[src/rtl/bus_sequencer.sv]
// Purpose: sequences register-to-register transfers, external loads and ALU operand reads over shared buses.
// Latency: MOVE/LOAD_EXT done 4 cycles after acceptance, ALU_READ done ALU_HOLD+1 cycles, NOP/no-op/reject 1 cycle.
// Backpressure: o_cmd_ready is high only in IDLE; a command is taken on an edge where i_cmd_valid and o_cmd_ready are both high.
module bus_sequencer #(
    parameter int NUM_REGS = 4,
    parameter int ALU_HOLD = 1,
    // One bit of headroom beyond the register count so an out-of-range
    // index can actually be presented on the ports and rejected.
    localparam int IW = $clog2(NUM_REGS) + 1
) (
    input  logic                i_clk,
    input  logic                i_rst_n,
    input  logic                i_cmd_valid,
    output logic                o_cmd_ready,
    input  logic [1:0]          i_cmd_op,
    input  logic [IW-1:0]       i_src,
    input  logic [IW-1:0]       i_dst,
    input  logic [IW-1:0]       i_left_sel,
    input  logic [IW-1:0]       i_right_sel,
    output logic [NUM_REGS-1:0] o_assert_transfer,
    output logic [NUM_REGS-1:0] o_load_transfer,
    output logic [NUM_REGS-1:0] o_assert_left,
    output logic [NUM_REGS-1:0] o_assert_right,
    output logic                o_ext_assert,
    output logic                o_operands_valid,
    output logic                o_done,
    output logic                o_error
);

    localparam logic [2:0] ST_IDLE     = 3'd0;
    localparam logic [2:0] ST_DRIVE    = 3'd1;
    localparam logic [2:0] ST_LATCH    = 3'd2;
    localparam logic [2:0] ST_RELEASE  = 3'd3;
    localparam logic [2:0] ST_OPERANDS = 3'd4;

    localparam logic [1:0] OP_NOP      = 2'd0;
    localparam logic [1:0] OP_MOVE     = 2'd1;
    localparam logic [1:0] OP_ALU_READ = 2'd2;
    localparam logic [1:0] OP_LOAD_EXT = 2'd3;

    localparam logic [3:0] HOLD_INIT = 4'(ALU_HOLD - 1);

    logic [2:0]          state_q, state_d;
    logic [IW-1:0]       src_q, src_d;
    logic [IW-1:0]       dst_q, dst_d;
    logic [IW-1:0]       left_q, left_d;
    logic [IW-1:0]       right_q, right_d;
    logic                ext_q, ext_d;
    logic [3:0]          cnt_q, cnt_d;
    logic                done_d, err_d;

    logic                bus_phase;
    logic                opnd_phase;
    logic [NUM_REGS-1:0] at_d, lt_d, al_d, ar_d;
    logic                ext_assert_d;
    logic                rdy_d;

    function automatic logic idx_ok(input logic [IW-1:0] idx);
        return int'(idx) < NUM_REGS;
    endfunction

    function automatic logic [NUM_REGS-1:0] onehot(input logic [IW-1:0] idx);
        logic [NUM_REGS-1:0] v;
        v = '0;
        for (int i = 0; i < NUM_REGS; i++) begin
            v[i] = (int'(idx) == i);
        end
        return v;
    endfunction

    // Next-state logic: capture command fields at acceptance, walk the bus or operand phases.
    always_comb begin
        state_d = state_q;
        src_d   = src_q;
        dst_d   = dst_q;
        left_d  = left_q;
        right_d = right_q;
        ext_d   = ext_q;
        cnt_d   = cnt_q;
        done_d  = 1'b0;
        err_d   = 1'b0;
        case (state_q)
            ST_IDLE: begin
                if (i_cmd_valid && o_cmd_ready) begin
                    src_d   = i_src;
                    dst_d   = i_dst;
                    left_d  = i_left_sel;
                    right_d = i_right_sel;
                    ext_d   = 1'b0;
                    case (i_cmd_op)
                        OP_NOP: begin
                            done_d = 1'b1;
                        end
                        OP_MOVE: begin
                            if (!idx_ok(i_src) || !idx_ok(i_dst)) begin
                                err_d = 1'b1;
                            end else if (i_src == i_dst) begin
                                // Copying a register onto itself needs no bus activity.
                                done_d = 1'b1;
                            end else begin
                                state_d = ST_DRIVE;
                            end
                        end
                        OP_ALU_READ: begin
                            if (!idx_ok(i_left_sel) || !idx_ok(i_right_sel)) begin
                                err_d = 1'b1;
                            end else begin
                                state_d = ST_OPERANDS;
                                cnt_d   = HOLD_INIT;
                            end
                        end
                        OP_LOAD_EXT: begin
                            // The source index is irrelevant: the external device drives the bus.
                            if (!idx_ok(i_dst)) begin
                                err_d = 1'b1;
                            end else begin
                                state_d = ST_DRIVE;
                                ext_d   = 1'b1;
                            end
                        end
                        default: begin
                            err_d = 1'b1;
                        end
                    endcase
                end
            end
            ST_DRIVE: begin
                state_d = ST_LATCH;
            end
            ST_LATCH: begin
                state_d = ST_LATCH + 3'd1;
            end
            ST_RELEASE: begin
                // The load strobe has fallen with the bus still driven; now the bus can be released.
                state_d = ST_IDLE;
                done_d  = 1'b1;
            end
            ST_OPERANDS: begin
                if (cnt_q == 4'd0) begin
                    state_d = ST_IDLE;
                    done_d  = 1'b1;
                end else begin
                    cnt_d = cnt_q - 4'd1;
                end
            end
            default: begin
                state_d = ST_IDLE;
            end
        endcase
    end

    // Decode the enables for the upcoming state so every output can be a flop.
    always_comb begin
        bus_phase    = (state_d == ST_DRIVE) || (state_d == ST_LATCH) || (state_d == ST_RELEASE);
        opnd_phase   = (state_d == ST_OPERANDS);
        at_d         = (bus_phase && !ext_d) ? onehot(src_d) : '0;
        ext_assert_d = bus_phase && ext_d;
        lt_d         = (state_d == ST_LATCH) ? onehot(dst_d) : '0;
        al_d         = opnd_phase ? onehot(left_d) : '0;
        ar_d         = opnd_phase ? onehot(right_d) : '0;
        rdy_d        = (state_d == ST_IDLE);
    end

    // State and captured command fields.
    always_ff @(posedge i_clk or negedge i_rst_n) begin
        if (!i_rst_n) begin
            state_q <= ST_IDLE;
            src_q   <= '0;
            dst_q   <= '0;
            left_q  <= '0;
            right_q <= '0;
            ext_q   <= 1'b0;
            cnt_q   <= 4'd0;
        end else begin
            state_q <= state_d;
            src_q   <= src_d;
            dst_q   <= dst_d;
            left_q  <= left_d;
            right_q <= right_d;
            ext_q   <= ext_d;
            cnt_q   <= cnt_d;
        end
    end

    // Registered outputs; reset drops every strobe immediately and holds ready low.
    always_ff @(posedge i_clk or negedge i_rst_n) begin
        if (!i_rst_n) begin
            o_cmd_ready       <= 1'b0;
            o_assert_transfer <= '0;
            o_load_transfer   <= '0;
            o_assert_left     <= '0;
            o_assert_right    <= '0;
            o_ext_assert      <= 1'b0;
            o_operands_valid  <= 1'b0;
            o_done            <= 1'b0;
            o_error           <= 1'b0;
        end else begin
            o_cmd_ready       <= rdy_d;
            o_assert_transfer <= at_d;
            o_load_transfer   <= lt_d;
            o_assert_left     <= al_d;
            o_assert_right    <= ar_d;
            o_ext_assert      <= ext_assert_d;
            o_operands_valid  <= opnd_phase;
            o_done            <= done_d;
            o_error           <= err_d;
        end
    end

endmodule

[config.mk]
export PLATFORM = sky130hd
export DESIGN_NAME = bus_sequencer
export DESIGN_NICKNAME = d
export VERILOG_FILES = /design/src/rtl/bus_sequencer.sv
export SDC_FILE = /design/constraint.sdc
export NUM_CORES = 1
export LEC_CHECK = 0
export ABC_AREA = 1
export CAP_MARGIN = 20
export CORE_ASPECT_RATIO = 0.7
export CORE_MARGIN = 5
export CORE_UTILIZATION = 43
export DETAILED_ROUTE_END_ITERATION = 10
export PLACE_DENSITY = 0.69
export SYNTH_ARGS = -nofsm -noshare
export SYNTH_HDL_FRONTEND = slang
export SYNTH_SLANG_ARGS = --single-unit
[constraint.sdc]
create_clock -name i_clk -period 1.8 [get_ports i_clk]
set_clock_uncertainty 0.2 [all_clocks]
set_input_delay 0.27 -clock i_clk [delete_from_list [all_inputs] [get_ports i_clk]]
set_output_delay 0.27 -clock i_clk [all_outputs]
set_load 0.01 [all_outputs]
==> results.py, run 1 <==
metrics = {
    "setup_path": {
        "crit_path_end_kind": "flip-flop",
        "critPathMaxFanout": 8,
        "critPathKind": "reg -> reg",
        "cp-start-kind": "flip-flop",
        "cp.arrival_ns": 1.70,
        "critPathRequiredTime_ns": 1.77,
    },
    "floorplan": {
        "die_w_um": 88.01,
        "core.rowCount": 19,
        "initial_core_util": 0.4559,
        "io_pins": 38,
        "fp.dieArea_sq_mm": 0.005686,
        "die_h_um": 64.61,
        "core-area_sq_mm": 0.004018,
    },
    "timing": {
        "slew_headroom": 0.6632,
        "max_freq_mhz": 580.6,
        "finalCriticalPeriod_ns": 1.722,
        "finalHoldViolCount": 0,
        "drv_slew": 0,
        "setup_violations": 0,
        "fin_crit_sh": 0.9569,
        "tightestPinTransition_ns": 0.5051,
    },
    "yosys": {
        "netlist_instances": 198,
        "syn_area_per_cell_sq_um": 9.251,
        "yosysTopAreaCell": "dfrtp_1",
        "syn_nets": 218,
        "synth_area_leaders": "dfrtp_1 56%, nand2_1 7.4%, inv_1 6.1%",
        "ys_ff_latch": 41,
        "synth_commonest_cells": "41 x dfrtp_1, 36 x nand2_1, 30 x inv_1, 27 x nor2_1, 11 x o21ai_2",
        "ys.flop_type": "dfrtp_1",
        "ys_seq_area_frac": 0.5601,
        "async_reset_ff_frac": 1.000,
        "yosys_warnings": 0,
        "syn_area_sq_mm": 0.001832,
        "synth_edf_count": 0,
        "synth_top_area_frac": 0.5601,
        "ys_types": 24,
        "synth_most_common_cell": "dfrtp_1",
    },
    "finish": {
        "final_util": 0.6528,
        "fin_cells": 322,
        "fillers": 344,
        "drive_gt1_frac": 0.2519,
        "multi_input_area_sq_um": 695.7,
        "regArea_sq_mm": 0.001026,
        "final_nets": 289,
        "diodes": 0,
        "area_growth_pct": 43.17,
    },
    "routing": {
        "wl_um": 3935,
        "dr_total_vias": 1471,
        "ant_nets": 0,
        "wl_per_cell_um": 12.22,
        "vias_per_cell": 4.568,
        "dr.pass1.iters": 4,
        "drc": 0,
        "drtIter0Drc": 100,
    },
    "power": {
        "switching_share": 0.3628,
        "vdd_ir_drop_max_mv": 0.8671,
        "leakage_uw": 0.001276,
        "clkPwrFrac": 0.190,
        "p_int_uw": 2201,
        "powerDensity_mw_per_mm2": 1317,
        "p_seq_frac": 0.369,
        "p_comb_frac": 0.440,
        "power_uw": 3455,
        "power_switching_uw": 1253,
    },
    "place": {
        "io_buffers": 37,
        "gp_congestion": 0.8538,
        "hpwl_um": 2899,
        "placed_cells": 309,
    },
    "clock_network": {
        "htree_levels": 2,
        "clkSinkCount": 41,
        "insertion_delay_ns": 0.29,
        "cts_tree": "yes",
        "clockBufferDepth": 2,
        "cts-root-buf": "clkbuf_8",
        "clk_pin_slew_ns": 0.08,
        "numCtsBuffers": 5,
    },
    "hold_path": {
        "hold_class": "in -> reg",
    },
    "global_routing": {
        "grt_overflow": 0,
        "antenna_found_initial": 0,
        "grt_pass1_vias": 1390,
        "grt_pass1_wl_um": 6430,
        "track_usage": 0.1464,
        "grt_max_degree": 42,
    },
    "outcome": {
        "outcome": "finished clean",
    },
    "flow_run": {
        "drv_cap": 0,
    },
}
==> cells by family after synthesis <==
family	synth area share
compound gates	0.09221
xor+xnor	0.004782
fa+ha+maj	0.02049
buf+inv	0.08538
flops	0.5601
simple gates	0.2370
==> path summary, 6_finish.rpt <==
kind	startpoint	end	slack [ns]	cells after the start
setup / recovery	state_q[0]	cnt_q[0]	0.08	9
hold / removal	i_src[2]	src_q[2]	0.28	4
setup reg to reg	state_q[0]	cnt_q[0]	0.08	9
hold reg to reg	cnt_q[0]	cnt_q[0]	0.31	1
max in group asynchronous	i_rst_n	o_assert_transfer[2]	0.68	3
min in group asynchronous	i_rst_n	o_assert_left[1]	0.36	3
==> critical path, cell delays in order (launching register included) <==
cell     delay (ns)
dfrtp_1        0.40
inv_2          0.11
nand2_4        0.07
nor2_4         0.13
nand2_8        0.10
o21a_4         0.23
buf_4          0.13
buf_4          0.12
nand2_1        0.04
o21ai_0        0.07
==> registers in the layout (all words and copies together), names as in the netlist <==
signal / cells
cnt_q: 4
dst_q: 3
ext_q: 1
left_q: 3
o_assert_left: 4
o_assert_right: 4
o_assert_transfer: 4
o_cmd_ready: 1
o_done: 1
o_error: 1
o_ext_assert: 1
o_load_transfer: 4
o_operands_valid: 1
right_q: 3
src_q: 3
state_q: 3
==> per-layer routing <==
layer / vias up / part of all wire / GRT usage
li1: 756 / - / -
met1: 675 / 0.49 / 0.2085
met2: 34 / 0.43 / 0.2162
met3: 6 / 0.072 / 0.05063
met4: 0 / 0.0091 / 0.03396
met5: - / 0 / 0
==> per-stage QoR <==
| step | setup WS (ns) | hold WS, ns | area (sq um) | setup TNS (ns) |
|---|---|---|---|---|
| floorplan | 0.2108 | -0.2256 | 1832 | 0 |
| finish | 0.07757 | 0.2829 | 2623 | 0 |
| global route | -0.0009747 | 0.2922 | 2623 | -0.0009747 |
| detailed placement | -0.4402 | 0.1718 | 2432 | -4.650 |
| global placement | -0.4170 | 0.1581 | 2432 | -4.442 |
| CTS | 0.05521 | 0.2797 | 2559 | 0 |
==> power by group through the flow <==
| stage | clock (uW) | sequential (uW) | combinational (uW) |
|---|---|---|---|
| after floorplan | 0 | 1310 | 883 |
| after global placement | 0 | 1290 | 1370 |
| after detailed placement | 0 | 1300 | 1400 |
| after CTS | 671 | 1280 | 1440 |
| after global routing | 709 | 1300 | 1690 |
| final | 657 | 1280 | 1520 |
==> what timing repair did <==
item	4_1_cts	5_1_grt
endpoints found under the setup margin	5	15
gates resized for setup	5	12
pin swaps	2	1
hold buffers	1	0
buffers inserted	1	3
endpoints found under the hold margin	41	0
cloned	0	0
==> cell usage in the layout, fill, tap and decap left out, types with 2 or more instances in the layout <==
cell,synthesis,routed
dfrtp_1,41,41
clkdlybuf4s50_1,0,34
nand2_1,36,33
inv_1,30,29
buf_4,0,27
nor2_1,27,26
o21ai_2,11,9
nand3_1,9,8
or2_1,8,8
clkbuf_8,0,7
nor3_1,6,5
inv_2,4,4
nand2_2,0,3
a21oi_1,4,3
ha_1,3,3
nor2_4,2,2
or2_2,2,2
o21ai_4,0,2
o21ai_0,3,2
dlygate4sd2_1,0,2
==> cell type report <==
| cell class | instances | share of cell area |
|---|---|---|
| clock buffer | 7 | 0.03674 |
| clock inverter | 1 | 0.001908 |
| inverter | 35 | 0.05296 |
| multi-input combinational | 120 | 0.2653 |
| sequential | 41 | 0.3912 |
| tap | 52 | 0.02481 |
| timing repair buffer | 66 | 0.2271 |
Power figures use the tool's default switching activity.
==> run 2, diff against run 1 <==
--- a/config.mk
+++ b/config.mk
@@ -12,6 +12,7 @@
 export CORE_UTILIZATION = 43
 export DETAILED_ROUTE_END_ITERATION = 10
 export PLACE_DENSITY = 0.69
+export SKIP_CTS_REPAIR_TIMING = 1
 export SYNTH_ARGS = -nofsm -noshare
 export SYNTH_HDL_FRONTEND = slang
 export SYNTH_SLANG_ARGS = --single-unit
==> constraint.sdc (replaced) <==
create_clock -name i_clk -period 1.8 [get_ports i_clk]
set_clock_uncertainty 0.2 [all_clocks]
set_input_delay 0.18 -clock i_clk [delete_from_list [all_inputs] [get_ports i_clk]]
set_output_delay 0.18 -clock i_clk [all_outputs]
set_load 0.01 [all_outputs]
==> run 2 against run 1 <==
Register-to-register slack is essentially flat. Non-clock buffer count shrank 4. Highest routed layer unchanged. Flip-flop and latch count is the same. Die area is the same. Via count shrank 0.14%. Count of clock-buffer cells in the layout is the same. Core utilization shrank 0.62 points. Critical path type unchanged.
==> results.py, run 2 (same netlist as run 1, synthesis figures left out) <==
metrics = {
    "timing": {
        "setup_violations": 0,
        "fin_crit_sh": 0.9490,
        "slew_headroom": 0.6626,
        "drv_slew": 0,
        "tns_ns": 0,
        "finalCriticalPeriod_ns": 1.708,
        "fin_hold_ws_ns": 0.1028,
        "tightestPinTransition_ns": 0.5061,
        "max_freq_mhz": 585.4,
        "finalHoldViolCount": 0,
    },
    "global_routing": {
        "antenna_found_initial": 0,
        "grt_pass1_vias": 1414,
        "grt_max_degree": 42,
        "grt_overflow": 0,
        "track_usage": 0.1464,
        "grt_pass1_wl_um": 6382,
    },
    "clock_network": {
        "clockBufferDepth": 2,
        "clkSinkCount": 41,
        "cts-root-buf": "clkbuf_8",
        "cts_tree": "yes",
        "numCtsBuffers": 5,
        "insertion_delay_ns": 0.29,
        "clk_pin_slew_ns": 0.07,
        "htree_levels": 2,
    },
    "setup_path": {
        "critPathRequiredTime_ns": 1.82,
        "critPathKind": "reg -> reg",
        "critPathMaxFanout": 11,
        "crit_path_end_kind": "flip-flop",
        "worstReg2RegEnd": "o_assert_transfer[0]",
        "worstReg2RegStart": "state_q[0]",
        "r2r_slack_ns": 0.09,
        "reg2reg_depth": 10,
        "cp-start-kind": "flip-flop",
        "cp.arrival_ns": 1.73,
    },
    "hold_path": {
        "whs_path_depth": 4,
        "min_to": "dst_q[2]",
        "hp-start": "i_dst[2]",
        "hold_class": "in -> reg",
    },
    "finish": {
        "diodes": 0,
        "final_cell_mix": "41 x dfrtp_1, 35 x clkdlybuf4s50_1, 33 x nand2_1",
        "fillers": 337,
        "area_growth_pct": 41.80,
        "multi_input_area_sq_um": 700.7,
        "drive_gt1_frac": 0.2368,
        "final_nets": 285,
        "layout_commonest_cell": "dfrtp_1",
        "regArea_sq_mm": 0.001026,
    },
    "power": {
        "vdd_ir_drop_max_mv": 1.029,
        "powerDensity_mw_per_mm2": 1315,
        "switching_share": 0.3602,
        "leakage_uw": 0.001261,
        "p_seq_frac": 0.372,
        "power_switching_uw": 1231,
        "clkPwrFrac": 0.188,
        "p_comb_frac": 0.439,
        "p_int_uw": 2186,
    },
    "floorplan": {
        "die_w_um": 88.01,
        "core-area_sq_mm": 0.004018,
        "io_pins": 38,
        "core.rowCount": 19,
        "die_h_um": 64.61,
        "initial_core_util": 0.4559,
        "fp.dieArea_sq_mm": 0.005686,
    },
    "routing": {
        "dr_total_vias": 1469,
        "drtIter0Drc": 69,
        "dr.pass1.iters": 4,
        "vias_per_cell": 4.619,
        "wl_per_cell_um": 12.33,
        "ant_nets": 0,
        "drc": 0,
        "wl_um": 3922,
    },
    "flow_run": {
        "drv_cap": 0,
    },
    "place": {
        "hpwl_um": 2926,
        "io_buffers": 37,
        "gp_congestion": 0.8214,
    },
    "outcome": {
        "outcome": "finished clean",
    },
}
## run 2: final cells by class
type	count	area share
clock inverter	1	0.001927
tap	52	0.02505
inverter	35	0.05154
sequential	41	0.3950
timing repair buffer	62	0.2197
multi-input combinational	120	0.2697
clock buffer	7	0.03709
## run 2: metal layers
metal	wire length, um	track usage	share of wire
met2	1653	0.2133	0.42
met3	268	0.04304	0.068
met4	41	0.05094	0.010
met1	1959	0.2089	0.50
met5	0	0	0
## run 2: worst max-delay path, stage by stage, from the launching register on
cell and delay, ns:
dfrtp_1 0.41, inv_2 0.10, nand2_4 0.07, nor2_4 0.13, nand2_8 0.09, buf_12 0.16
o21ai_4 0.16, inv_2 0.07, nor2_4 0.08, nand2_1 0.07, nor2_1 0.11
## run 2: power by group through the flow
stage                     logic, uW  clock network, uW  registers, uW
after CTS                      1410                662           1280
after global placement         1370                  0           1290
final                          1500                643           1270
after floorplan                 883                  0           1310
after global routing           1670                701           1300
after detailed placement       1400                  0           1300
## run 2: worst max path at each step
| stage | startpoint | to | cells after the start |
|---|---|---|---|
| finish | state_q[0] | o_assert_transfer[0] | 10 |
| global route | cnt_q[0] | cnt_q[2] | 9 |
| CTS | i_dst[2] | o_assert_transfer[0] | 13 |
| detailed placement | i_dst[2] | o_assert_transfer[0] | 13 |
| global placement | i_dst[2] | o_assert_transfer[3] | 13 |
| floorplan | state_q[0] | cnt_q[3] | 8 |
## run 2: through the flow
| stage | instances | total power, uW | instance area (sq um) | setup WS [ns] | utilization |
|---|---|---|---|---|---|
| final | 318 | 3416 | 2597 | 0.09175 | 0.6465 |
| after global routing | 318 | 3673 | 2597 | -0.02113 | 0.6465 |
| after CTS | 315 | 3346 | 2519 | -0.02586 | 0.6269 |
| after detailed placement | 307 | 2693 | 2417 | -0.3360 | 0.6017 |
| after global placement | 307 | 2657 | 2417 | -0.3295 | 0.6017 |
| after floorplan | 198 | 2191 | 1832 | 0.2108 | - |
==> run 3, diff against run 2 <==
--- a/config.mk
+++ b/config.mk
@@ -11,6 +11,7 @@
 export CORE_MARGIN = 5
 export CORE_UTILIZATION = 43
 export DETAILED_ROUTE_END_ITERATION = 10
+export GPL_TIMING_DRIVEN = 0
 export PLACE_DENSITY = 0.69
 export SKIP_CTS_REPAIR_TIMING = 1
 export SYNTH_ARGS = -nofsm -noshare
==> constraint.sdc (replaced) <==
create_clock -name i_clk -period 1.8 [get_ports i_clk]
set_clock_uncertainty 0.2 [all_clocks]
set_input_delay 0.27 -clock i_clk [delete_from_list [all_inputs] [get_ports i_clk]]
set_output_delay 0.27 -clock i_clk [all_outputs]
set_load 0.01 [all_outputs]
==> run 3 against run 2 <==
Sequential share of layout area is 1.3 points higher. Critical path depth is 1 lower. Clock power is 10% lower. Critical path type unchanged.
==> results.py, run 3 (same netlist as run 1, synthesis figures left out) <==
metrics = {
    "floorplan": {
        "fp.dieArea_sq_mm": 0.005686,
        "core-area_sq_mm": 0.004018,
        "die_h_um": 64.61,
        "io_pins": 38,
        "core.rowCount": 19,
        "die_w_um": 88.01,
        "initial_core_util": 0.4559,
    },
    "global_routing": {
        "antenna_found_initial": 0,
        "track_usage": 0.1384,
        "grt_pass1_wl_um": 6009,
        "grt_overflow": 0,
        "grt_max_degree": 42,
        "grt_pass1_vias": 1278,
    },
    "setup_path": {
        "crit_path_end_kind": "flip-flop",
        "slowest_stage": "dfrtp_1",
        "critPathMaxFanout": 10,
        "path_delay_family": "simple AND/OR/NAND/NOR gates",
        "reg2reg_depth": 9,
        "cp_slowest_stage_delay_ns": 0.40,
        "r2r_slack_ns": 0.07,
        "worst-path-buf-inv": 3,
        "cp.arrival_ns": 1.72,
        "critPathRequiredTime_ns": 1.79,
        "worstReg2RegEnd": "o_assert_right[3]",
        "worstReg2RegStart": "state_q[0]",
        "critPathKind": "reg -> reg",
        "crit_chain": "inv_2, nand2_4, nor2_4, nand2_8, buf_6, o21ai_0, inv_1, nand2_1, nor2_1",
        "cp-start-kind": "flip-flop",
    },
    "finish": {
        "diodes": 0,
        "layout_commonest_cell": "dfrtp_1",
        "final_nets": 274,
        "regArea_sq_mm": 0.001026,
        "drive_gt1_frac": 0.1961,
        "fillers": 332,
        "final_cell_mix": "41 x dfrtp_1, 33 x nand2_1, 33 x clkdlybuf4s50_1",
        "area_growth_pct": 37.16,
        "multi_input_area_sq_um": 689.4,
        "fin_cells": 307,
    },
    "routing": {
        "wl_um": 3731,
        "drtIter0Drc": 56,
        "dr.pass1.iters": 4,
        "drc": 0,
        "dr_total_vias": 1378,
        "vias_per_cell": 4.489,
        "ant_nets": 0,
        "wl_per_cell_um": 12.15,
    },
    "timing": {
        "rsz0062_at_grt": "yes",
        "setup_violations": 0,
        "finalHoldViolCount": 0,
        "slew_headroom": 0.4089,
        "fin_ws_ns": 0.06856,
        "tns_ns": 0,
        "tightestPinTransition_ns": 0.8867,
        "fin_hold_ws_ns": 0.1354,
        "drv_slew": 0,
        "fin_crit_sh": 0.9619,
        "max_freq_mhz": 577.6,
        "finalCriticalPeriod_ns": 1.731,
    },
    "clock_network": {
        "clkSinkCount": 41,
        "cts-root-buf": "clkbuf_8",
        "clk_pin_slew_ns": 0.08,
        "htree_levels": 2,
        "numCtsBuffers": 5,
        "insertion_delay_ns": 0.29,
        "clockBufferDepth": 2,
        "cts_tree": "yes",
    },
    "power": {
        "powerDensity_mw_per_mm2": 1347,
        "leakage_uw": 0.001222,
        "power_uw": 3385,
        "vdd_ir_drop_max_mv": 1.020,
    },
    "outcome": {
        "outcome": "finished clean",
    },
    "hold_path": {
        "hp-start": "i_src[2]",
        "whs_path_depth": 3,
        "hold_class": "in -> reg",
        "min_to": "src_q[2]",
    },
    "place": {
        "io_buffers": 37,
        "dp_slack_ns": -0.5851,
        "gp_congestion": 0.8443,
        "hpwl_um": 2742,
        "placed_cells": 287,
    },
    "flow_run": {
        "drv_cap": 0,
    },
}
[run 3: cell count changes in the layout (fill, tap and decap cells not counted), sizes merged]
cell / previous run / this run
clkinvlp: 0 / 1
dlymetal6s2s: 1 / 3
clkbuf: 7 / 6
clkinv: 1 / 2
buf: 25 / 13
clkdlybuf4s50: 35 / 33
[run 3: worst register-to-register path: stages, from the launching register on]
cell	delay, ns
dfrtp_1	0.40
inv_2	0.10
nand2_4	0.07
nor2_4	0.15
nand2_8	0.09
buf_6	0.16
o21ai_0	0.24
inv_1	0.09
nand2_1	0.08
nor2_1	0.05
[run 3: cell type report]
cell class                      count  share of cell area
Buffer                              2             0.01046
Clock buffer                        5             0.02739
Clock inverter                      3            0.006972
Inverter                           35             0.05428
Multi-Input combinational cell    120              0.2744
Sequential cell                    41              0.4084
Tap cell                           52             0.02590
Timing Repair Buffer               49              0.1922
[run 3: worst max-delay path by stage]
stage | start | to | cells after the start
floorplan | state_q[0] | cnt_q[3] | 8
global placement | i_rst_n | o_ext_assert | 1
detailed placement | i_dst[2] | o_assert_transfer[0] | 13
CTS | i_dst[2] | o_assert_transfer[1] | 13
global route | state_q[0] | o_assert_transfer[0] | 10
finish | state_q[0] | o_assert_right[3] | 9
[run 3: routing by layer]
metal,share of wire,vias to the layer above,track usage
met1,0.51,624,0.2019
li1,-,724,-
met3,0.053,5,0.04177
met4,0.011,0,0.03962
met2,0.42,25,0.2002
met5,0,-,0
[run 3: power by group]
group / leakage [uW] / internal [uW] / switching (uW) / total, uW
clock: 0.0000439 / 267 / 309 / 577
combinational: 0.000651 / 686 / 851 / 1540
sequential: 0.000527 / 1190 / 85.2 / 1270
[run 3: through the flow]
stage | util | instance area [sq um]
floorplan | - | 1832
global placement | 0.5643 | 2267
detailed placement | 0.5631 | 2262
CTS | 0.5846 | 2349
global route | 0.6254 | 2512
finish | 0.6254 | 2512
